### config.mk
export PLATFORM = sky130hd
export DESIGN_NAME = key_debounce_pulse
export DESIGN_NICKNAME = d
export VERILOG_FILES = /design/src/rtl/key_debounce_pulse.sv
export SDC_FILE = /design/constraint.sdc
export NUM_CORES = 1
export LEC_CHECK = 0
export ABC_AREA = 0
export BUFFER_PORTS_ARGS = -buffer_cell sky130_fd_sc_hd__buf_2
export CELL_PAD_IN_SITES_DETAIL_PLACEMENT = 1
export CELL_PAD_IN_SITES_GLOBAL_PLACEMENT = 2
export CORE_MARGIN = 1
export CORE_UTILIZATION = 39
export CTS_CLUSTER_SIZE = 24
export DETAILED_ROUTE_END_ITERATION = 8
export PLACE_DENSITY = 0.83
export SKIP_CTS_REPAIR_TIMING = 1
export SLEW_MARGIN = 0
export SYNTH_ARGS = -nofsm -noshare
export SYNTH_HDL_FRONTEND = slang
export SYNTH_SLANG_ARGS = --single-unit
export TNS_END_PERCENT = 20
### constraint.sdc
create_clock -name Clock -period 2.5 [get_ports Clock]
set_input_delay 0.5 -clock Clock [delete_from_list [all_inputs] [get_ports Clock]]
set_output_delay 0.5 -clock Clock [all_outputs]
set_load 0.01 [all_outputs]
### src/rtl/key_debounce_pulse.sv
`default_nettype none
// ============================================================================
//  Module   : key_debounce_pulse
//  Purpose  : Synchronizes and debounces an active-low pushbutton. Produces a
//             clean held level and single-cycle press strobes, with optional
//             hold-to-repeat strobes.
//  Revision : 1.0 - initial release
// ============================================================================
module key_debounce_pulse #(
   parameter int DEBOUNCE_CYCLES = 500000,
   parameter int REPEAT_EN       = 1,
   parameter int REPEAT_DELAY    = 25000000,
   parameter int REPEAT_PERIOD   = 5000000
) (
   input  logic Clock,
   input  logic Reset,
   input  logic KeyN,
   output logic Pressed,
   output logic Pulse
);

   localparam int c_DB_W     = (DEBOUNCE_CYCLES > 2) ? $clog2(DEBOUNCE_CYCLES) : 1;
   localparam int c_RPT_MAX  = (REPEAT_DELAY > REPEAT_PERIOD) ? REPEAT_DELAY : REPEAT_PERIOD;
   localparam int c_RPT_W    = (c_RPT_MAX > 2) ? $clog2(c_RPT_MAX) : 1;

   localparam logic [c_DB_W-1:0]  c_DB_TERM     = c_DB_W'(DEBOUNCE_CYCLES - 1);
   localparam logic [c_RPT_W-1:0] c_DELAY_TERM  = c_RPT_W'(REPEAT_DELAY - 1);
   localparam logic [c_RPT_W-1:0] c_PERIOD_TERM = c_RPT_W'(REPEAT_PERIOD - 1);
   localparam logic [c_RPT_W-1:0] c_RPT_SAT     = c_RPT_W'(c_RPT_MAX - 1);

   typedef enum logic [1:0] {
      S_IDLE   = 2'd0,
      S_HELD   = 2'd1,
      S_REPEAT = 2'd2
   } state_t;

   // Synchronizer / debounce
   logic                r_sync1;
   logic                r_key_s;
   logic                r_accepted;   // accepted key level, 1 = released
   logic [c_DB_W-1:0]   r_db_cnt;
   logic                w_mismatch;
   logic                w_db_done;
   logic                w_press_acc;
   logic                w_rel_acc;

   // Press / repeat FSM
   state_t              r_state;
   state_t              w_state_nxt;
   logic                r_pressed;
   logic                w_pressed_nxt;
   logic                r_pulse;
   logic                w_pulse_nxt;
   logic [c_RPT_W-1:0]  r_rpt_cnt;
   logic [c_RPT_W-1:0]  w_rpt_nxt;
   logic [c_RPT_W-1:0]  w_rpt_inc;

   // Two-stage synchronizer; both stages idle high (released)
   always_ff @(posedge Clock or posedge Reset) begin
      if (Reset) begin
         r_sync1 <= 1'b1;
         r_key_s <= 1'b1;
      end else begin
         r_sync1 <= KeyN;
         r_key_s <= r_sync1;
      end
   end

   assign w_mismatch  = (r_key_s != r_accepted);
   assign w_db_done   = w_mismatch && (r_db_cnt == c_DB_TERM);
   assign w_press_acc = w_db_done && r_accepted;
   assign w_rel_acc   = w_db_done && !r_accepted;

   // Stability counter: any agreement restarts it, a full run flips the accepted level
   always_ff @(posedge Clock or posedge Reset) begin
      if (Reset) begin
         r_db_cnt   <= '0;
         r_accepted <= 1'b1;
      end else if (!w_mismatch) begin
         r_db_cnt   <= '0;
      end else if (w_db_done) begin
         r_db_cnt   <= '0;
         r_accepted <= ~r_accepted;
      end else begin
         r_db_cnt   <= r_db_cnt + c_DB_W'(1);
      end
   end

   // Saturating increment so the repeat timer can never wrap
   assign w_rpt_inc = (r_rpt_cnt == c_RPT_SAT) ? r_rpt_cnt : (r_rpt_cnt + c_RPT_W'(1));

   // FSM state, level, strobe and repeat-timer registers
   always_ff @(posedge Clock or posedge Reset) begin
      if (Reset) begin
         r_state   <= S_IDLE;
         r_pressed <= 1'b0;
         r_pulse   <= 1'b0;
         r_rpt_cnt <= '0;
      end else begin
         r_state   <= w_state_nxt;
         r_pressed <= w_pressed_nxt;
         r_pulse   <= w_pulse_nxt;
         r_rpt_cnt <= w_rpt_nxt;
      end
   end

   // Next-state logic; a release always takes priority over a repeat terminal count
   always_comb begin
      w_state_nxt   = r_state;
      w_pressed_nxt = r_pressed;
      w_pulse_nxt   = 1'b0;
      w_rpt_nxt     = r_rpt_cnt;
      case (r_state)
         S_IDLE: begin
            w_rpt_nxt = '0;
            if (w_press_acc) begin
               w_state_nxt   = S_HELD;
               w_pressed_nxt = 1'b1;
               w_pulse_nxt   = 1'b1;
            end
         end
         S_HELD: begin
            if (w_rel_acc) begin
               w_state_nxt   = S_IDLE;
               w_pressed_nxt = 1'b0;
               w_rpt_nxt     = '0;
            end else if (REPEAT_EN == 0) begin
               w_rpt_nxt     = '0;
            end else if (r_rpt_cnt == c_DELAY_TERM) begin
               w_state_nxt   = S_REPEAT;
               w_pulse_nxt   = 1'b1;
               w_rpt_nxt     = '0;
            end else begin
               w_rpt_nxt     = w_rpt_inc;
            end
         end
         S_REPEAT: begin
            if (w_rel_acc) begin
               w_state_nxt   = S_IDLE;
               w_pressed_nxt = 1'b0;
               w_rpt_nxt     = '0;
            end else if (r_rpt_cnt == c_PERIOD_TERM) begin
               w_pulse_nxt   = 1'b1;
               w_rpt_nxt     = '0;
            end else begin
               w_rpt_nxt     = w_rpt_inc;
            end
         end
         default: begin
            w_state_nxt   = S_IDLE;
            w_pressed_nxt = 1'b0;
            w_rpt_nxt     = '0;
         end
      endcase
   end

   assign Pressed = r_pressed;
   assign Pulse   = r_pulse;

endmodule
`default_nettype wire
==> flow_summary_export.csv, run 1 <==
group,metric,value,unit
worst_setup_path,startpoint,"r_rpt_cnt[6]",
power_and_ir_drop,peakVddDrop,0.000240,V
finish,final_cell_area,0.00303,mm2
route,initialDrtViolationCount,86,
route,wl_per_cell,15.0,um
finish,finalNonFillerCells,408,
finish,multiInputGateArea,0.00143,mm2
finish,seqCellArea,0.00128,mm2
floorplanning,coreArea,0.00683,mm2
min_path,hp-class,"in -> async",
route,vias_per_cell,5.33,
place,hpwl,4.53,mm
synthesis,ys_seq_area_share,46.0,%
global_routing,grt_max_degree,31,
worst_setup_path,critPathCapture,"r_rpt_cnt[8]",
clock_network,clock-sinks,51,
finish,fill_cells,837,
worst_setup_path,r2r-start,"r_rpt_cnt[6]",
global_routing,grt_pass1_wl,11.0,mm
clock_network,cts_tree,"done",
place,placed_area,0.00295,mm2
worst_setup_path,crit_fanout,9,
floorplanning,start_util,40.7,%
floorplanning,die_w,86.5,um
timing,slew_viol_final,0,
finish,drive_gt1_share,8.65,%
floorplanning,die_h,86.5,um
synthesis,synth_ff_type,"dfrtp_1",
global_routing,antenna_found_initial,0,
timing,post-route-min-period,2240,ps
synthesis,synth_edf_count,0,
route,wirelength,6.12,mm
synthesis,synth_top_area_share,43.2,%
synthesis,synth.distinct_cells,43,
synthesis,syn_nets,309,
worst_setup_path,cp-end-kind,"register",
timing,hold_violations,0,
global_routing,grt_pass1_vias,2317,
clock_network,cts_buffers,5,
route,firstDrtPassIters,4,
timing,fmax,0.445,GHz
timing,relSlewSlack,56.7,%
place,gp_congestion,0.773,
place,port_buffers,4,
timing,rsz0062_at_grt,"no",
global_routing,grt_overflow,0,
route,drc_errors,0,
timing,tightest_slew,646,ps
synthesis,syn_area,0.00278,mm2
worst_setup_path,reg2reg_slack,260,ps
finish,antenna_cells,0,
route,drtAntennaViolNets,0,
worst_setup_path,setup.worst_path.class,"reg -> reg",
synthesis,async_flop_share,100,%
finish,layout.nets,321,
synthesis,ys.warnings.count,0,
timing,timing.final.crit_share,89.8,%
clock_network,path_clk_slew,90,ps
place,placed_cells,400,
finish,area_growth,8.81,%
worst_setup_path,critPathLaunchType,"register",
clock_network,h-tree-depth,2,
timing,setup_viol,0,
worst_setup_path,reg2reg_depth,6,
timing,finalSetupTns,0,ps
power_and_ir_drop,leakagePower,1.15,nW
clock_network,cts_buffer_depth,2,
global_routing,grt_usage,18.5,%
synthesis,synth_cells,299,
worst_setup_path,cp.required,2680,ps
clock_network,cts-root-buf,"clkbuf_8",
route,vias,2176,
synthesis,synth-seq-cells,51,
floorplanning,io_pins,5,
worst_setup_path,cp.arrival,2430,ps
worst_setup_path,r2r_end,"r_rpt_cnt[8]",
floorplanning,core.rowCount,30,
timing,skew,9.23,ps
power_and_ir_drop,cellPowerDensity,441,mW/mm2
outcome,status,"complete, no violations",
job,drv_cap,0,
floorplanning,die_area,0.00748,mm2
synthesis,avgSynthCellArea,9.31,um2
synthesis,yosys-top-cells-area,"dfrtp_1 (43%), xor2_1 (7.9%), nor2_1 (7.1%)",
clock_network,clock_latency,300,ps
synthesis,yosysTopAreaCell,"dfrtp_1",
## layout make-up
| cell class | count | area share [%] |
|---|---|---|
| sequential | 51 | 42.3 |
| inverter | 9 | 1.12 |
| tap | 96 | 3.97 |
| clock inverter | 1 | 0.165 |
| clock buffer | 7 | 2.52 |
| multi-input combinational | 233 | 47.1 |
| timing repair buffer | 11 | 2.81 |
## where the power goes
group	total (W)	internal [W]	switching, W
clock network	0.000462	0.000197	0.000265
registers	0.000837	0.000831	0.00000599
logic	0.0000371	0.00000932	0.0000278
total	0.00134	0.00104	0.000298
## sequential cells by signal, indices dropped and copies added, names as in the netlist
name / flops
r_state: 2
r_key_s: 1
r_db_cnt: 19
r_accepted: 1
r_rpt_cnt: 25
Pulse: 1
Pressed: 1
r_sync1: 1
## how the worst min path moves through the flow
stage / startpoint / end / cells past startpoint
5_1_grt: Reset / r_rpt_cnt[23] / 2
6_report: Reset / r_rpt_cnt[24] / 2
4_1_cts: Reset / r_rpt_cnt[24] / 2
2_1_floorplan: r_sync1 / r_key_s / 0
3_3_place_gp: r_sync1 / r_key_s / 0
3_5_place_dp: r_sync1 / r_key_s / 0
## cell usage after synthesis, types with 5 or more instances
cell     count
inv_1        9
xnor2_1     14
nor2_1      53
o21ai_0      5
and3_1       7
ha_1         7
nand2_1     24
nand3_1     23
dfrtp_1     48
nor3_1      12
xor2_1      25
nand4_1     13
## per-stage QoR
stage / hold slack (ps) / power [W] / setup slack [ps] / utilization, %
floorplan: 345 / 0.000876 / 507 / -
global placement: 350 / 0.000892 / 280 / 43.1
detailed placement: 348 / 0.000892 / 264 / 43.1
CTS: 229 / 0.00136 / 248 / 44.3
global route: 251 / 0.00139 / 85.5 / 44.3
finish: 220 / 0.00134 / 255 / 44.3
## logic make-up (layout without fill, tap and decap cells)
logic type      after synthesis  count (layout)  synth area share [%]
simple gates                162             162                  29.1
fa+ha+maj                     7               7                  3.15
flops                        51              51                  46.0
xor+xnor                     39              39                  12.3
buf+inv                      15              28                  2.70
compound gates               24              24                  6.43
mux                           1               1                 0.360
## metal layers
layer  GRT usage [%]  routed length (um)  vias to the layer above
met5               0                   0                        -
met4            4.39                  47                        0
met3            2.95                  98                        5
met2            29.9                2820                       18
met1            25.9                3150                     1094
li1                -                   -                     1059
## critical path: stages (launching register included)
cell and delay [ps]:
dfrtp_1 460, nor4bb_1 500, nand3_1 210, o31a_1 370, o221ai_4 310, buf_4 230, nor2_1 60
## placed cells by master (no fill, tap or decap), types with 4 or more instances in the layout
cell      instances
clkbuf_8          5
o31ai_1           4
or4_1             4
inv_1             8
dfrtp_1          48
ha_1              7
xor2_1           25
buf_4             6
xnor2_1          14
and3_1            7
nor2_1           53
and2_1            4
nand2_1          24
o21ai_0           5
buf_2             4
nand3_1          23
nor3_1           12
nand4_1          13
Power figures use the tool's default switching activity.
==> run 2, diff against run 1 <==
==> constraint.sdc (replaced) <==
create_clock -name Clock -period 2.5 [get_ports Clock]
set_input_delay 0 -clock Clock [delete_from_list [all_inputs] [get_ports Clock]]
set_output_delay 0 -clock Clock [all_outputs]
set_load 0.01 [all_outputs]
==> flow_summary_export.csv, run 2 (synthesis gave the netlist of run 1 again) <==
group,metric,value,unit
timing,timing.final.crit_share,88.8,%
worst_setup_path,crit_family,"simple AND/OR/NAND/NOR gates",
timing,hold_violations,0,
clock_network,clock_latency,310,ps
floorplanning,coreArea,0.00683,mm2
place,gp_congestion,0.774,
worst_setup_path,cp-end-kind,"register",
worst_setup_path,critPathMaxStageDelay,520,ps
finish,largest_reg_flops,25,
global_routing,grt_pass1_vias,2262,
finish,antenna_cells,0,
clock_network,path_clk_slew,100,ps
global_routing,grt_pass1_wl,10.9,mm
power_and_ir_drop,leakagePower,1.16,nW
route,wirelength,6.21,mm
power_and_ir_drop,cellPowerDensity,444,mW/mm2
min_path,hp-class,"in -> async",
power_and_ir_drop,power_frac_comb,2.8,%
global_routing,grt_overflow,0,
timing,rsz0062_at_grt,"no",
place,placed_area,0.00293,mm2
worst_setup_path,crit_fanout,16,
place,port_buffers,4,
floorplanning,die_h,86.5,um
finish,largest_register,"r_rpt_cnt",
clock_network,h-tree-depth,2,
global_routing,grt_max_degree,28,
finish,drive_gt1_share,8.92,%
global_routing,antenna_found_initial,0,
timing,slew_viol_final,0,
timing,post-route-min-period,2220,ps
worst_setup_path,setup.worst_path.class,"reg -> reg",
route,initialDrtViolationCount,59,
job,drv_cap,0,
worst_setup_path,cp.required,2700,ps
finish,layout_commonest_cell,"nor2_1",
worst_setup_path,cp.arrival,2420,ps
floorplanning,start_util,40.7,%
power_and_ir_drop,clkPwrFrac,35.1,%
route,firstDrtPassIters,4,
timing,setup_viol,0,
timing,fmax,0.450,GHz
power_and_ir_drop,peakVddDrop,0.000274,V
worst_setup_path,critPathSlowestCell,"nor4bb_1",
power_and_ir_drop,switchingPower,0.000312,W
route,drc_errors,0,
route,wl_per_cell,15.2,um
finish,final_cell_mix,"nor2_1 (53), dfrtp_1 (48), xor2_1 (25), nand2_1 (24), nand3_1 (23)",
finish,reg.largest.list,"r_rpt_cnt x25, r_db_cnt x19, r_state x2",
clock_network,clock-sinks,51,
floorplanning,core.rowCount,30,
timing,relSlewSlack,60.2,%
worst_setup_path,critPathLaunchType,"register",
floorplanning,die_area,0.00748,mm2
power_and_ir_drop,sw_frac_of_total,23.1,%
route,vias,2177,
clock_network,cts_buffers,5,
timing,setup_ws,279,ps
finish,layout.nets,323,
floorplanning,io_pins,5,
timing,tightest_slew,594,ps
outcome,status,"complete, no violations",
finish,final_cell_area,0.00304,mm2
place,hpwl,4.55,mm
timing,finalSetupTns,0,ps
clock_network,cts_tree,"done",
worst_setup_path,worstPathCellList,"nor4bb_1, nand3_1, o31a_1, o221ai_4, buf_4, nor2_1",
worst_setup_path,crit_buf_inv,1,
finish,fill_cells,813,
clock_network,cts_buffer_depth,2,
route,vias_per_cell,5.31,
global_routing,grt_usage,18.9,%
power_and_ir_drop,pwr-share-seq,62.0,%
clock_network,cts-root-buf,"clkbuf_8",
place,dpl_worst_slack,295,ps
timing,skew,16.9,ps
floorplanning,die_w,86.5,um
route,drtAntennaViolNets,0,
finish,area_growth,9.22,%
finish,final_core_util,44.5,%
power_and_ir_drop,internal_power,0.00104,W
run 2: area by class of cell:
type	count	area, um2	area share [%]
sequential	51	1280	42.1
timing repair buffer	13	92.6	3.05
tap	96	120	3.95
inverter	9	33.8	1.11
multi-input combinational	233	1430	47.0
clock inverter	2	12.5	0.412
clock buffer	6	72.6	2.39
run 2: worst reg2reg max path, delay by kind of cell, from the launching register on:
family          cells  cell delay, ps
compound gates      2             550
buf+inv             1             250
flops               1             470
simple gates        3             840
run 2: power groups by stage:
stage / registers, W / clock network (W) / logic [W]
after global placement: 0.000853 / 0 / 0.0000377
after CTS: 0.000837 / 0.000504 / 0.0000386
after detailed placement: 0.000853 / 0 / 0.0000383
after floorplan: 0.000852 / 0 / 0.0000248
final: 0.000837 / 0.000474 / 0.0000382
after global routing: 0.000838 / 0.000527 / 0.0000459
run 2: layer usage:
metal	share of wire (%)	track usage (%)	wire length, um	up-vias
met2	46	29.4	2830	18
met3	2.1	4.00	130	6
met4	1.2	6.36	72	0
met5	0	0	0	-
li1	-	-	-	1060
met1	51	26.3	3180	1093
run 2: worst paths after layout:
| kind | start | end | slack [ps] | cells past startpoint |
|---|---|---|---|---|
| max | r_rpt_cnt[6] | r_rpt_cnt[9] | 280 | 6 |
| max reg2reg | r_rpt_cnt[6] | r_rpt_cnt[9] | 280 | 6 |
| min | Reset | r_rpt_cnt[16] | 280 | 3 |
| max in group asynchronous | Reset | r_key_s | 1530 | 4 |
| min in group Clock | KeyN | r_sync1 | 340 | 2 |
| min reg2reg | r_sync1 | r_key_s | 370 | 0 |
run 2: metrics by stage:
step	total power, W	cells	hold slack, ps
5_1_grt	0.00141	410	321
4_1_cts	0.00138	408	-240
3_3_place_gp	0.000891	400	100
2_1_floorplan	0.000876	299	4.48
6_report	0.00135	410	282
3_5_place_dp	0.000891	400	102
==> run 3, diff against run 2 <==
--- a/config.mk
+++ b/config.mk
@@ -10,10 +10,10 @@
 export CELL_PAD_IN_SITES_DETAIL_PLACEMENT = 1
 export CELL_PAD_IN_SITES_GLOBAL_PLACEMENT = 2
 export CORE_MARGIN = 1
-export CORE_UTILIZATION = 39
+export CORE_UTILIZATION = 40
 export CTS_CLUSTER_SIZE = 24
 export DETAILED_ROUTE_END_ITERATION = 8
-export PLACE_DENSITY = 0.83
+export PLACE_DENSITY = 0.85
 export SKIP_CTS_REPAIR_TIMING = 1
 export SLEW_MARGIN = 0
 export SYNTH_ARGS = -nofsm -noshare
==> flow_summary_export.csv, run 3 (synthesis gave the netlist of run 1 again) <==
group,metric,value,unit
outcome,status,"complete, no violations",
timing,timing.hold.ws,271,ps
clock_network,cts-root-buf,"clkbuf_8",
timing,skew,14.1,ps
global_routing,grt_pass1_vias,2265,
floorplanning,io_pins,5,
timing,post-route-min-period,2240,ps
worst_setup_path,r2r-start,"r_db_cnt[5]",
finish,antenna_cells,0,
power_and_ir_drop,power,0.00146,W
place,gp_congestion,0.758,
worst_setup_path,cp.required,2680,ps
worst_setup_path,crit_buf_inv,1,
place,hpwl,4.51,mm
floorplanning,core.rowCount,30,
job,drv_cap,0,
worst_setup_path,worstPathCellList,"or4_1, or2_0, o221ai_4, buf_12, nor3_1",
floorplanning,coreArea,0.00676,mm2
power_and_ir_drop,leakagePower,1.17,nW
finish,largest_register,"r_rpt_cnt",
finish,reg.largest.list,"r_rpt_cnt x25, r_db_cnt x19, r_state x2",
clock_network,cts_buffers,5,
finish,layout.nets,320,
worst_setup_path,critPathMaxStageDelay,690,ps
worst_setup_path,startpoint,"r_db_cnt[5]",
clock_network,cts_buffer_depth,2,
worst_setup_path,crit_fanout,24,
global_routing,antenna_found_initial,0,
route,vias_per_cell,5.48,
finish,largest_reg_flops,25,
finish,drive_gt1_share,8.36,%
finish,area_growth,9.13,%
route,firstDrtPassIters,4,
worst_setup_path,critPathLaunchType,"register",
floorplanning,die_area,0.00729,mm2
global_routing,grt_max_degree,32,
clock_network,clock_latency,310,ps
floorplanning,die_h,85.4,um
power_and_ir_drop,cellPowerDensity,479,mW/mm2
timing,fmax,0.446,GHz
worst_setup_path,crit_family,"simple AND/OR/NAND/NOR gates",
timing,slew_viol_final,0,
timing,finalSetupTns,0,ps
worst_setup_path,critPathSlowestCell,"or4_1",
global_routing,grt_pass1_wl,11.1,mm
timing,tightest_slew,642,ps
route,wirelength,6.35,mm
place,port_buffers,4,
clock_network,h-tree-depth,2,
min_path,hp-class,"in -> async",
floorplanning,start_util,41.2,%
finish,final_cell_mix,"nor2_1 (53), dfrtp_1 (48), xor2_1 (25), nand2_1 (24), nand3_1 (23)",
timing,timing.final.crit_share,89.6,%
clock_network,path_clk_slew,100,ps
route,vias,2141,
timing,hold_violations,0,
clock_network,cts_tree,"done",
route,drtAntennaViolNets,0,
finish,layout_commonest_cell,"nor2_1",
timing,setup_viol,0,
worst_setup_path,setup.worst_path.class,"reg -> reg",
route,initialDrtViolationCount,60,
global_routing,grt_overflow,0,
timing,relSlewSlack,57.0,%
global_routing,grt_usage,19.4,%
floorplanning,die_w,85.4,um
timing,rsz0062_at_grt,"no",
route,wl_per_cell,16.2,um
worst_setup_path,cp.arrival,2420,ps
worst_setup_path,cp-end-kind,"register",
power_and_ir_drop,peakVddDrop,0.000351,V
clock_network,clock-sinks,51,
route,drc_errors,0,
## run 3: changes by cell type in the layout (fill, tap and decap cells not counted), sizes merged
| cell | delta |
|---|---|
| buf | -3 |
| clkinv | +1 |
| clkinvlp | -1 |
| clkbuf | -1 |
| bufinv | +1 |
## run 3: final cells by class
| type | count | area [um2] |
|---|---|---|
| clock buffers | 5 | 68.8 |
| well taps | 80 | 100 |
| repair buffers | 10 | 82.6 |
| clock inverters | 3 | 43.8 |
| fillers | 811 | 3720 |
| flip-flops and latches | 51 | 1280 |
| inverters | 9 | 33.8 |
| multi-input cells | 233 | 1430 |
## run 3: report_power, final
part	switching [W]	leakage [nW]	total [W]	internal, W
Combinational	0.0000292	0.410	0.0000386	0.00000939
Sequential	0.00000603	0.700	0.000837	0.000831
Clock	0.000281	0.0581	0.000579	0.000298
Total	0.000316	1.17	0.00146	0.00114
## run 3: path summary, 6_finish.rpt
path / slack [ps] / to / cells after the start
worst min-delay path: 270 / r_rpt_cnt[2] / 3
worst max register to register: 260 / r_rpt_cnt[6] / 5
worst min register to register: 360 / r_key_s / 0
max in group asynchronous: 1400 / r_accepted / 4
worst max-delay path: 260 / r_rpt_cnt[6] / 5
min in group Clock: 350 / r_sync1 / 2
## run 3: layer usage
metal  vias to the layer above  routed length, um  track usage, %
li1                       1052                  -               -
met1                      1062               3120            26.4
met2                        25               3020            31.8
met3                         2                179            4.77
met4                         0                 32            3.64
met5                         -                  0               0
## run 3: stage by stage
stage / area, um2 / setup WS (ps) / instances / util (%)
after floorplan: 2780 / 507 / 299 / -
after global placement: 2900 / 274 / 381 / 43.0
after detailed placement: 2900 / 274 / 381 / 43.0
after CTS: 3020 / 256 / 389 / 44.6
after global routing: 3040 / 86.2 / 391 / 44.9
final: 3040 / 260 / 391 / 44.9
## run 3: worst min-delay path: stages
cell and delay [ps]:
dlygate4sd3_1 530, buf_2 120, inv_2 370
